`src/rtl/instr_encoder_if.sv`:
```
// ---------------------------------------------------------------------------
// instr_encoder_if
// Purpose : bundles the field-set input handshake and the encoded-word output
//           handshake of instr_encoder.
// Signals : in_valid/in_ready   field set offered / encoder can accept
//           op, fmt, rf, ra, rb, func, imm   instruction fields
//           out_valid/out_ready FIFO head valid / consumer takes head
//           instruction         FIFO head word
// Modports: slave  - the encoder (consumes fields, produces words)
//           master - the producer/consumer driving the encoder
// ---------------------------------------------------------------------------
interface instr_encoder_if #(
    parameter int N = 32
);
    logic         in_valid;
    logic         in_ready;
    logic [2:0]   op;
    logic [1:0]   fmt;
    logic [4:0]   rf;
    logic [4:0]   ra;
    logic [4:0]   rb;
    logic [1:0]   func;
    logic [N-1:0] imm;
    logic         out_valid;
    logic         out_ready;
    logic [N-1:0] instruction;

    modport slave (
        input  in_valid, op, fmt, rf, ra, rb, func, imm, out_ready,
        output in_ready, out_valid, instruction
    );

    modport master (
        output in_valid, op, fmt, rf, ra, rb, func, imm, out_ready,
        input  in_ready, out_valid, instruction
    );
endinterface

```
`src/rtl/instr_encoder.sv`:
```
// ---------------------------------------------------------------------------
// instr_encoder
// Purpose : encodes instruction fields into the 32-bit layout the decode stage
//           expects, rejects out-of-range immediates / illegal formats, and
//           buffers accepted words in a DEPTH-entry FIFO.
//             R: {op, rf, ra, rb, 12'b0, func}
//             I: {op, rf, ra, imm[18:0]}
//             J: {op, imm[28:0]}
// Ports   : clk        rising-edge clock
//           reset      synchronous, active-low reset
//           bus        instr_encoder_if.slave (input fields + output word)
//           err        one-cycle pulse after a rejected field set
//           err_sticky set by any rejection, cleared only by reset
//           count      number of words accepted into the FIFO (wraps)
// Config  : ENC_BYPASS_EN - when defined, a full FIFO still accepts a push on
//           the same edge as a pop (in_ready = !full || out_ready). When
//           undefined, in_ready = !full and is fully registered.
// ---------------------------------------------------------------------------
module instr_encoder #(
    parameter int N     = 32,
    parameter int DEPTH = 4,
    parameter int CW    = 16
) (
    input  logic                  clk,
    input  logic                  reset,
    instr_encoder_if.slave        bus,
    output logic                  err,
    output logic                  err_sticky,
    output logic [CW-1:0]         count
);
    localparam int AW = $clog2(DEPTH);
    localparam int OW = $clog2(DEPTH + 1);

    // Pack the fields into the decode-stage layout; illegal formats give zero.
    function automatic logic [N-1:0] encode_word(
        input logic [2:0]   op,
        input logic [1:0]   fmt,
        input logic [4:0]   rf,
        input logic [4:0]   ra,
        input logic [4:0]   rb,
        input logic [1:0]   func,
        input logic [N-1:0] imm
    );
        logic [N-1:0] word;
        case (fmt)
            2'd0:    word = {op, rf, ra, rb, 12'b0, func};
            2'd1:    word = {op, rf, ra, imm[18:0]};
            2'd2:    word = {op, imm[28:0]};
            default: word = {N{1'b0}};
        endcase
        return word;
    endfunction

    // An immediate is legal only if it fits the field its format provides.
    function automatic logic imm_legal(
        input logic [1:0]   fmt,
        input logic [N-1:0] imm
    );
        logic ok;
        case (fmt)
            2'd0:    ok = 1'b1;
            2'd1:    ok = (imm[N-1:19] == {(N-19){1'b0}});
            2'd2:    ok = (imm[N-1:29] == {(N-29){1'b0}});
            default: ok = 1'b0;
        endcase
        return ok;
    endfunction

    logic [N-1:0]  mem [DEPTH];
    logic [AW-1:0] rd_ptr_r;
    logic [AW-1:0] wr_ptr_r;
    logic [OW-1:0] occ_r;
    logic          full_r;
    logic          in_ready_r;
    logic          out_valid_r;
    logic [N-1:0]  instruction_r;
    logic          err_r;
    logic          err_sticky_r;
    logic [CW-1:0] count_r;

    logic          in_ready_s;
    logic          push_s;
    logic          legal_s;
    logic          wr_s;
    logic          pop_s;
    logic [N-1:0]  word_s;
    logic [AW-1:0] rd_ptr_inc_s;
    logic [OW-1:0] occ_next_s;
    logic [N-1:0]  head_next_s;

    // Handshake decode, next occupancy and the word that will sit at the head.
    always_comb begin
`ifdef ENC_BYPASS_EN
        in_ready_s = in_ready_r | (full_r & bus.out_ready);
`else
        in_ready_s = in_ready_r;
`endif
        push_s       = bus.in_valid & in_ready_s;
        legal_s      = imm_legal(bus.fmt, bus.imm);
        wr_s         = push_s & legal_s;
        pop_s        = out_valid_r & bus.out_ready;
        word_s       = encode_word(bus.op, bus.fmt, bus.rf, bus.ra, bus.rb,
                                   bus.func, bus.imm);
        rd_ptr_inc_s = rd_ptr_r + AW'(1);

        case ({wr_s, pop_s})
            2'b10:   occ_next_s = occ_r + OW'(1);
            2'b01:   occ_next_s = occ_r - OW'(1);
            default: occ_next_s = occ_r;
        endcase

        // Head is registered: after a pop the next stored entry (or the word
        // being written when the FIFO held only one) moves up; a push into an
        // empty FIFO lands at the head one cycle later, never combinationally.
        head_next_s = instruction_r;
        if (pop_s) begin
            if (occ_r > OW'(1)) begin
                head_next_s = mem[rd_ptr_inc_s];
            end else if (wr_s) begin
                head_next_s = word_s;
            end else begin
                head_next_s = instruction_r;
            end
        end else if ((occ_r == OW'(0)) && wr_s) begin
            head_next_s = word_s;
        end else begin
            head_next_s = instruction_r;
        end
    end

    // FIFO storage; contents need no reset since occupancy gates their use.
    always_ff @(posedge clk) begin
        if (wr_s) begin
            mem[wr_ptr_r] <= word_s;
        end
    end

    // Pointers, occupancy, registered outputs and error/count bookkeeping.
    always_ff @(posedge clk) begin
        if (!reset) begin
            rd_ptr_r      <= {AW{1'b0}};
            wr_ptr_r      <= {AW{1'b0}};
            occ_r         <= {OW{1'b0}};
            full_r        <= 1'b0;
            in_ready_r    <= 1'b0;
            out_valid_r   <= 1'b0;
            instruction_r <= {N{1'b0}};
            err_r         <= 1'b0;
            err_sticky_r  <= 1'b0;
            count_r       <= {CW{1'b0}};
        end else begin
            if (wr_s) begin
                wr_ptr_r <= wr_ptr_r + AW'(1);
                count_r  <= count_r + CW'(1);
            end
            if (pop_s) begin
                rd_ptr_r <= rd_ptr_inc_s;
            end
            occ_r         <= occ_next_s;
            full_r        <= (occ_next_s == OW'(DEPTH));
            in_ready_r    <= (occ_next_s != OW'(DEPTH));
            out_valid_r   <= (occ_next_s != OW'(0));
            instruction_r <= head_next_s;
            err_r         <= push_s & ~legal_s;
            if (push_s && !legal_s) begin
                err_sticky_r <= 1'b1;
            end
        end
    end

    assign bus.in_ready    = in_ready_s;
    assign bus.out_valid   = out_valid_r;
    assign bus.instruction = instruction_r;
    assign err             = err_r;
    assign err_sticky      = err_sticky_r;
    assign count           = count_r;
endmodule

```
`src/flat_wrapper.sv`:
```
// flat-port wrapper written by rule: the top's interface ports become plain ports
module instr_encoder_flat 
#(
    parameter int N     = 32,
    parameter int DEPTH = 4,
    parameter int CW    = 16
)
  (clk, reset, err, err_sticky, count, bus_in_valid, bus_op, bus_fmt, bus_rf, bus_ra, bus_rb, bus_func, bus_imm, bus_out_ready, bus_in_ready, bus_out_valid, bus_instruction);
  instr_encoder_if #(.N(N)) bus_i ();
  input  logic clk;
  input  logic reset;
  output logic err;
  output logic err_sticky;
  output logic [CW-1:0] count;
  input wire logic [$bits(bus_i.in_valid)-1:0] bus_in_valid;
  input wire logic [$bits(bus_i.op)-1:0] bus_op;
  input wire logic [$bits(bus_i.fmt)-1:0] bus_fmt;
  input wire logic [$bits(bus_i.rf)-1:0] bus_rf;
  input wire logic [$bits(bus_i.ra)-1:0] bus_ra;
  input wire logic [$bits(bus_i.rb)-1:0] bus_rb;
  input wire logic [$bits(bus_i.func)-1:0] bus_func;
  input wire logic [$bits(bus_i.imm)-1:0] bus_imm;
  input wire logic [$bits(bus_i.out_ready)-1:0] bus_out_ready;
  output wire logic [$bits(bus_i.in_ready)-1:0] bus_in_ready;
  output wire logic [$bits(bus_i.out_valid)-1:0] bus_out_valid;
  output wire logic [$bits(bus_i.instruction)-1:0] bus_instruction;
  assign bus_i.in_valid = bus_in_valid;
  assign bus_i.op = bus_op;
  assign bus_i.fmt = bus_fmt;
  assign bus_i.rf = bus_rf;
  assign bus_i.ra = bus_ra;
  assign bus_i.rb = bus_rb;
  assign bus_i.func = bus_func;
  assign bus_i.imm = bus_imm;
  assign bus_i.out_ready = bus_out_ready;
  assign bus_in_ready = bus_i.in_ready;
  assign bus_out_valid = bus_i.out_valid;
  assign bus_instruction = bus_i.instruction;
  instr_encoder #(.N(N), .DEPTH(DEPTH), .CW(CW)) u_core (.clk(clk), .reset(reset), .bus(bus_i), .err(err), .err_sticky(err_sticky), .count(count));
endmodule
```
`config.mk`:
```
export PLATFORM = sky130hd
export DESIGN_NAME = instr_encoder_flat
export DESIGN_NICKNAME = d
export VERILOG_FILES = /design/src/rtl/instr_encoder_if.sv /design/src/rtl/instr_encoder.sv /design/src/flat_wrapper.sv
export SDC_FILE = /design/constraint.sdc
export NUM_CORES = 1
export LEC_CHECK = 0
export ABC_AREA = 0
export CAP_MARGIN = 20
export CORE_UTILIZATION = 59
export DETAILED_ROUTE_END_ITERATION = 12
export GPL_TIMING_DRIVEN = 0
export PLACE_DENSITY = 0.81
export SETUP_SLACK_MARGIN = 0.02
export SLEW_MARGIN = 5
export SYNTH_ARGS = -nofsm -noshare
export SYNTH_HDL_FRONTEND = slang
export SYNTH_SLANG_ARGS = --single-unit
```
`constraint.sdc`:
```
create_clock -name clk -period 9.1 [get_ports clk]
set_input_delay 0.91 -clock clk [delete_from_list [all_inputs] [get_ports clk]]
set_output_delay 0.91 -clock clk [all_outputs]
set_load 0.03 [all_outputs]
```
==> results of run 1 <==
kinds of logic (layout without fill, tap and decap cells):
logic type | count (synthesis) | count (layout) | share of synthesized area [%]
simple gates | 167 | 167 | 10.7
buf+inv | 71 | 216 | 3.44
xor+xnor | 3 | 3 | 0.327
flops | 187 | 187 | 62.5
fa+ha+maj | 12 | 12 | 1.87
compound gates | 127 | 127 | 10.0
mux | 49 | 49 | 11.1
layout make-up:
cell class                 count  area [um^2]  share of cell area (%)
clock inverter                11         96.3                   0.965
timing repair buffer         113         1170                    11.7
clock buffer                  21          460                    4.61
sequential                   187         5020                    50.3
tap                          176          220                    2.20
buffer                        50          198                    1.98
multi-input combinational    358         2740                    27.4
inverter                      21         78.8                   0.789
state kept, by name (all words and copies together) (netlist names):
register,cells
u_core.count,16
u_core.bus.instruction,32
u_core.occ_r,3
u_core.bus.in_ready,1
u_core.rd_ptr_r,2
u_core.mem,128
u_core.err,1
u_core.wr_ptr_r,2
u_core.bus.out_valid,1
u_core.err_sticky,1
power groups by stage:
stage	clock, W	sequential, W	combinational (W)
3_3_place_gp	0	0.000941	0.000108
2_1_floorplan	0	0.000947	0.0000492
6_report	0.000699	0.000923	0.000116
5_1_grt	0.000730	0.000923	0.000124
4_1_cts	0.000697	0.000923	0.000114
3_5_place_dp	0	0.000942	0.000113
Yosys cell counts, types with 2 or more instances:
cell type,count
o311ai_0,3
nand2_1,41
a21oi_1,8
o2111ai_1,17
buf_1,4
nor3b_1,2
xor2_1,2
and2_1,19
and3_1,4
nand3_1,57
inv_1,20
a31oi_1,16
buf_2,2
ha_1,12
nand2b_1,12
o211ai_1,17
mux4_2,32
edfxtp_1,128
nor2_1,9
nor4_1,7
mux2i_1,17
o41ai_1,3
or3_1,3
nor3_1,2
clkbuf_1,43
nor4b_1,3
o21ai_0,57
dfxtp_1,59
nand4_1,4
layout by cell type, fill, tap and decap left out, types with 4 or more instances in the layout:
cell,Yosys,final
dfxtp_1,59,59
nand2_1,41,41
edfxtp_1,128,128
nand4_1,4,4
clkinvlp_4,0,4
nor4_1,7,7
a21oi_1,8,8
and3_2,0,4
and2_1,19,19
clkbuf_16,0,17
ha_1,12,12
clkbuf_1,43,45
clkdlybuf4s50_1,0,109
mux2i_1,17,17
inv_1,20,20
nand3_1,57,57
buf_1,4,4
o21ai_0,57,57
nor2_1,9,9
o211ai_1,17,17
buf_12,0,4
nand2b_1,12,12
mux4_2,32,32
o2111ai_1,17,17
a31oi_1,16,16
worst max-delay path, cell delays in order:
cell             delay [ns]
clkdlybuf4s50_1        0.39
or3_1                  0.40
or4_4                  0.44
o22a_1                 0.32
buf_6                  0.19
clkbuf_1               0.23
nor2_1                 0.21
inv_1                  0.09
ha_1                   0.38
nor3b_1                0.23
o21ai_0                0.16
a31oi_1                0.20
nand2b_1               0.12
through the flow:
step,setup slack (ns),hold slack [ns]
CTS,5.23,0.477
finish,5.20,0.480
global route,5.00,0.528
global placement,4.25,0.456
floorplan,5.60,0.484
detailed placement,4.80,0.465
per-layer routing:
| layer | GRT usage, % | vias to the layer above |
|---|---|---|
| li1 | - | 2627 |
| met1 | 38.1 | 2936 |
| met2 | 49.4 | 307 |
| met3 | 5.84 | 39 |
| met4 | 13.5 | 0 |
| met5 | 0 | - |
final timing paths:
kind	from	to	slack (ns)	cells after the start
max	bus_imm[30]	u_core.bus.out_valid	5.20	13
min	u_core.count[15]	u_core.count[15]	0.48	2
min reg2reg	u_core.count[15]	u_core.count[15]	0.48	2
max reg2reg	u_core.rd_ptr_r[1]	u_core.bus.instruction[24]	6.72	5
==> results.ini, run 1 <==
[outcome]
outcome=finished, final reports clean

[final_layout]
final_cell_area_um2=9990
utilization_pct=75.4
fin_nets=818
drive_above_1_share_pct=9.72
nFillCells=860
fin_cells=937
syn2layout_area_growth_pct=24.3
diodes=0

[pwr]
seqPwrFrac_pct=53.1
power.share.clock_pct=40.2
switchingPower_w=0.000383
intPower_w=0.00136
ir_worst_vdd_mv=0.151
netSwitchingFraction_pct=22.0
p_per_area_nw_per_um2=174
power_w=0.00174
leakagePower_nw=3.20
p_comb_share_pct=6.7

[clock_network]
cts_setup_buffers=0
clk_pin_slew_ns=0.07
clock-sinks=187
cts_resized=0
cts_made_buffers=17
cts_tree=done
cts_max_level=4
clk_latency_ns=0.43
root_buffer=clkbuf_16
cts_hold_buf=0
clk_path_buf_depth=2

[floorplan]
ios=110
row_count=42
core-area_um2=13200
chipHeight_um=119
initial_core_util_pct=60.7
fp.dieW_um=119
dieArea_um2=14100

[flow_run]
drv_cap=0

[logic_synthesis]
yosysUniqueCellTypes=42
ys_async_sr_fraction_pct=0
syn_area_per_cell_um2=13.0
netlist_area_um2=8030
synth-seq-cells=187
synth_top_cell_by_area=edfxtp_1
synth_flop_cell=edfxtp_1
synth_edf_count=128
syn_nets=686
synthTopCellsByArea=edfxtp_1, dfxtp_1, mux4_2, nand3_1, o21ai_0
ys_seq_area_share_pct=62.5
synth_top_area_share_pct=47.8
syn-instance-count=616
ys_warn_count=0

[drt]
via_per_inst=6.31
routedWlPerCell_um=21.4
routed_wirelength_mm=20.1
vias=5909
topRoutingLayerUsed=met4
drc=0
drt-pass1-iter-count=8
wl_met3_mm=1.45
route.met2.wl_mm=10.2
postRouteAntennaNets=0
wl_met1_mm=8.02
drt_iter0_drc=560

[timing]
rsz0062_at_grt=false
slew_violations=0
fin_crit_ns=3.90
period_share_pct=42.9
worstMarginPinSlew_ns=0.927
hold_viol=0
setup_tns_ns=0
fmax_ghz=0.256
setup_viol=0
skew_ns=0.0126
max_slew_margin_pct=38.2

[grt]
antenna_found_initial=0
overflow=0
first_global_vias=5901
grt_start_max_net_pins=32
grt_pass1_wl_mm=31.4
grt_usage_pct=29.8

[placed_design]
place.gp.congestion=0.845
dp_cells=905
dp_hpwl_mm=13.4
port_buffers=109
post_dp_cell_area_um2=9430

[worst_setup_path]
end_kind=flop
crit_arrival_ns=4.27
crit_required_ns=9.47
cp_max_fo=10
worstSetupPathType=input port to flop
startpoint_type=input port

[worst_hold_path]
hp-class=flop to flop

Power figures use the tool's default switching activity.
==> inputs of run 2 (changes only) <==
--- a/config.mk
+++ b/config.mk
@@ -7,10 +7,10 @@
 export LEC_CHECK = 0
 export ABC_AREA = 0
 export CAP_MARGIN = 20
-export CORE_UTILIZATION = 59
+export CORE_UTILIZATION = 55
 export DETAILED_ROUTE_END_ITERATION = 12
 export GPL_TIMING_DRIVEN = 0
-export PLACE_DENSITY = 0.81
+export PLACE_DENSITY = 0.76
 export SETUP_SLACK_MARGIN = 0.02
 export SLEW_MARGIN = 5
 export SYNTH_ARGS = -nofsm -noshare
==> constraint.sdc (replaced) <==
create_clock -name clk -period 4 [get_ports clk]
set_input_delay 0.4 -clock clk [delete_from_list [all_inputs] [get_ports clk]]
set_output_delay 0.4 -clock clk [all_outputs]
set_load 0.03 [all_outputs]
==> results.ini, run 2 (synthesized netlist as in run 1, its figures left out) <==
[pwr]
power_w=0.00406
ir_worst_vdd_mv=0.337
p_per_area_nw_per_um2=404
leakagePower_nw=3.23

[worst_hold_path]
hp-class=flop to flop
min_from=u_core.count[15]

[floorplan]
fp.dieW_um=123
initial_core_util_pct=57.2
core-area_um2=14000
row_count=43
chipHeight_um=123
dieArea_um2=15100
ios=110

[drt]
via_per_inst=6.28
drt-pass1-iter-count=5
vias=5906
postRouteAntennaNets=0
drt_iter0_drc=709
drc=0
routed_wirelength_mm=20.2
routedWlPerCell_um=21.5

[clock_network]
root_buffer=clkbuf_16
cts_hold_buf=0
cts_made_buffers=17
cts_setup_buffers=0
cts_tree=done
cts_resized=0
cts_max_level=4
clk_path_buf_depth=2
clk_latency_ns=0.44
clock-sinks=187
clk_pin_slew_ns=0.07

[timing]
hold_viol=0
setup_viol=0
whs_ns=0.487
skew_ns=0.00844
fin_ws_ns=0.651
rsz0062_at_grt=false
max_slew_margin_pct=41.3
fin_crit_ns=3.35
period_share_pct=83.7
worstMarginPinSlew_ns=0.880
setup_tns_ns=0
fmax_ghz=0.299
slew_violations=0

[worst_setup_path]
cp_max_fo=10
cp_cell_sequence=clkdlybuf4s50_1 > or3_1 > or4_4 > o22a_1 > buf_6 > clkbuf_1 > nor2_1 > inv_1 > ha_1 > and2_0 > o21ai_0 > and2_1 > o21ai_0
end_kind=flop
max_stage_delay_ns=0.43
critPathMostFrequentCell=o21ai_0
crit_required_ns=4.32
cp-startpoint=bus_imm[30]
cp_slowest_cell=or4_4
worstSetupPathType=input port to flop
crit_arrival_ns=3.67
path_delay_family=simple AND/OR/NAND/NOR gates
critPathBufInv=4
r2r-start=u_core.occ_r[0]
startpoint_type=input port

[flow_run]
drv_cap=0

[grt]
overflow=0
grt_usage_pct=28.7
antenna_found_initial=0
first_global_vias=5926
grt_pass1_wl_mm=31.5
grt_start_max_net_pins=32

[final_layout]
syn2layout_area_growth_pct=24.9
drive_above_1_share_pct=9.99
final_cell_mix=edfxtp_1, clkdlybuf4s50_1, dfxtp_1, o21ai_0, nand3_1
top_register=u_core.mem
largest_reg_flops=128
final_common_cell=edfxtp_1
diodes=0
fin_nets=818

[placed_design]
port_buffers=109
place_ws_ns=0.186
dp_hpwl_mm=13.5
place.gp.congestion=0.843

[outcome]
outcome=finished, final reports clean

==> run 2: cell count changes in the layout (fill, tap and decap cells not counted), moves of 2 or more <==
cell | before | now
clkinv_2 | 3 | 0
clkbuf_8 | 2 | 0
clkinvlp_4 | 4 | 1
inv_8 | 0 | 7
inv_6 | 1 | 4
==> run 2: path summary, 6_finish.rpt <==
path                                    end  slack, ns  depth (start not counted)
setup / recovery        u_core.bus.in_ready       0.65                         13
hold / removal             u_core.count[15]       0.49                          2
setup reg to reg  u_core.bus.instruction[0]       1.54                          8
hold reg to reg            u_core.count[15]       0.49                          2
==> run 2: worst reg2reg max path, cell delays in order, from the launching register on <==
cell      delay (ns)
dfxtp_1         0.43
inv_1           0.11
ha_1            0.20
a21o_1          0.18
and2_1          0.16
clkbuf_1        0.20
nand2_1         0.33
clkbuf_1        0.45
o211ai_1        0.23
==> run 2: metal layers <==
metal	track usage [%]	wire length, um	vias up
li1	-	-	2627
met1	36.8	8030	2921
met2	47.9	10300	307
met3	5.34	1380	51
met4	12.2	530	0
met5	0	0	-
==> run 2: through the flow <==
step	instance area (um^2)	utilization [%]	instances
floorplan	8030	-	616
global placement	9350	66.6	905
detailed placement	9440	67.2	909
CTS	10000	71.4	941
global route	10000	71.4	941
finish	10000	71.4	941
==> run 2: area by class of cell <==
type                            instances  area [um^2]
Buffer                                 50          198
Clock buffer                           18          429
Clock inverter                         14          168
Fill cell                             954         4010
Inverter                               21         78.8
Multi-Input combinational cell        358         2740
Sequential cell                       187         5020
Tap cell                              180          225
Timing Repair Buffer                  113         1170
==> run 2: power by group <==
part	internal [W]	leakage [nW]	switching, W
Combinational	0.000103	1.29	0.000160
Clock	0.000901	0.292	0.000795
Sequential	0.00209	1.65	0.00000816
Total	0.00309	3.23	0.000963
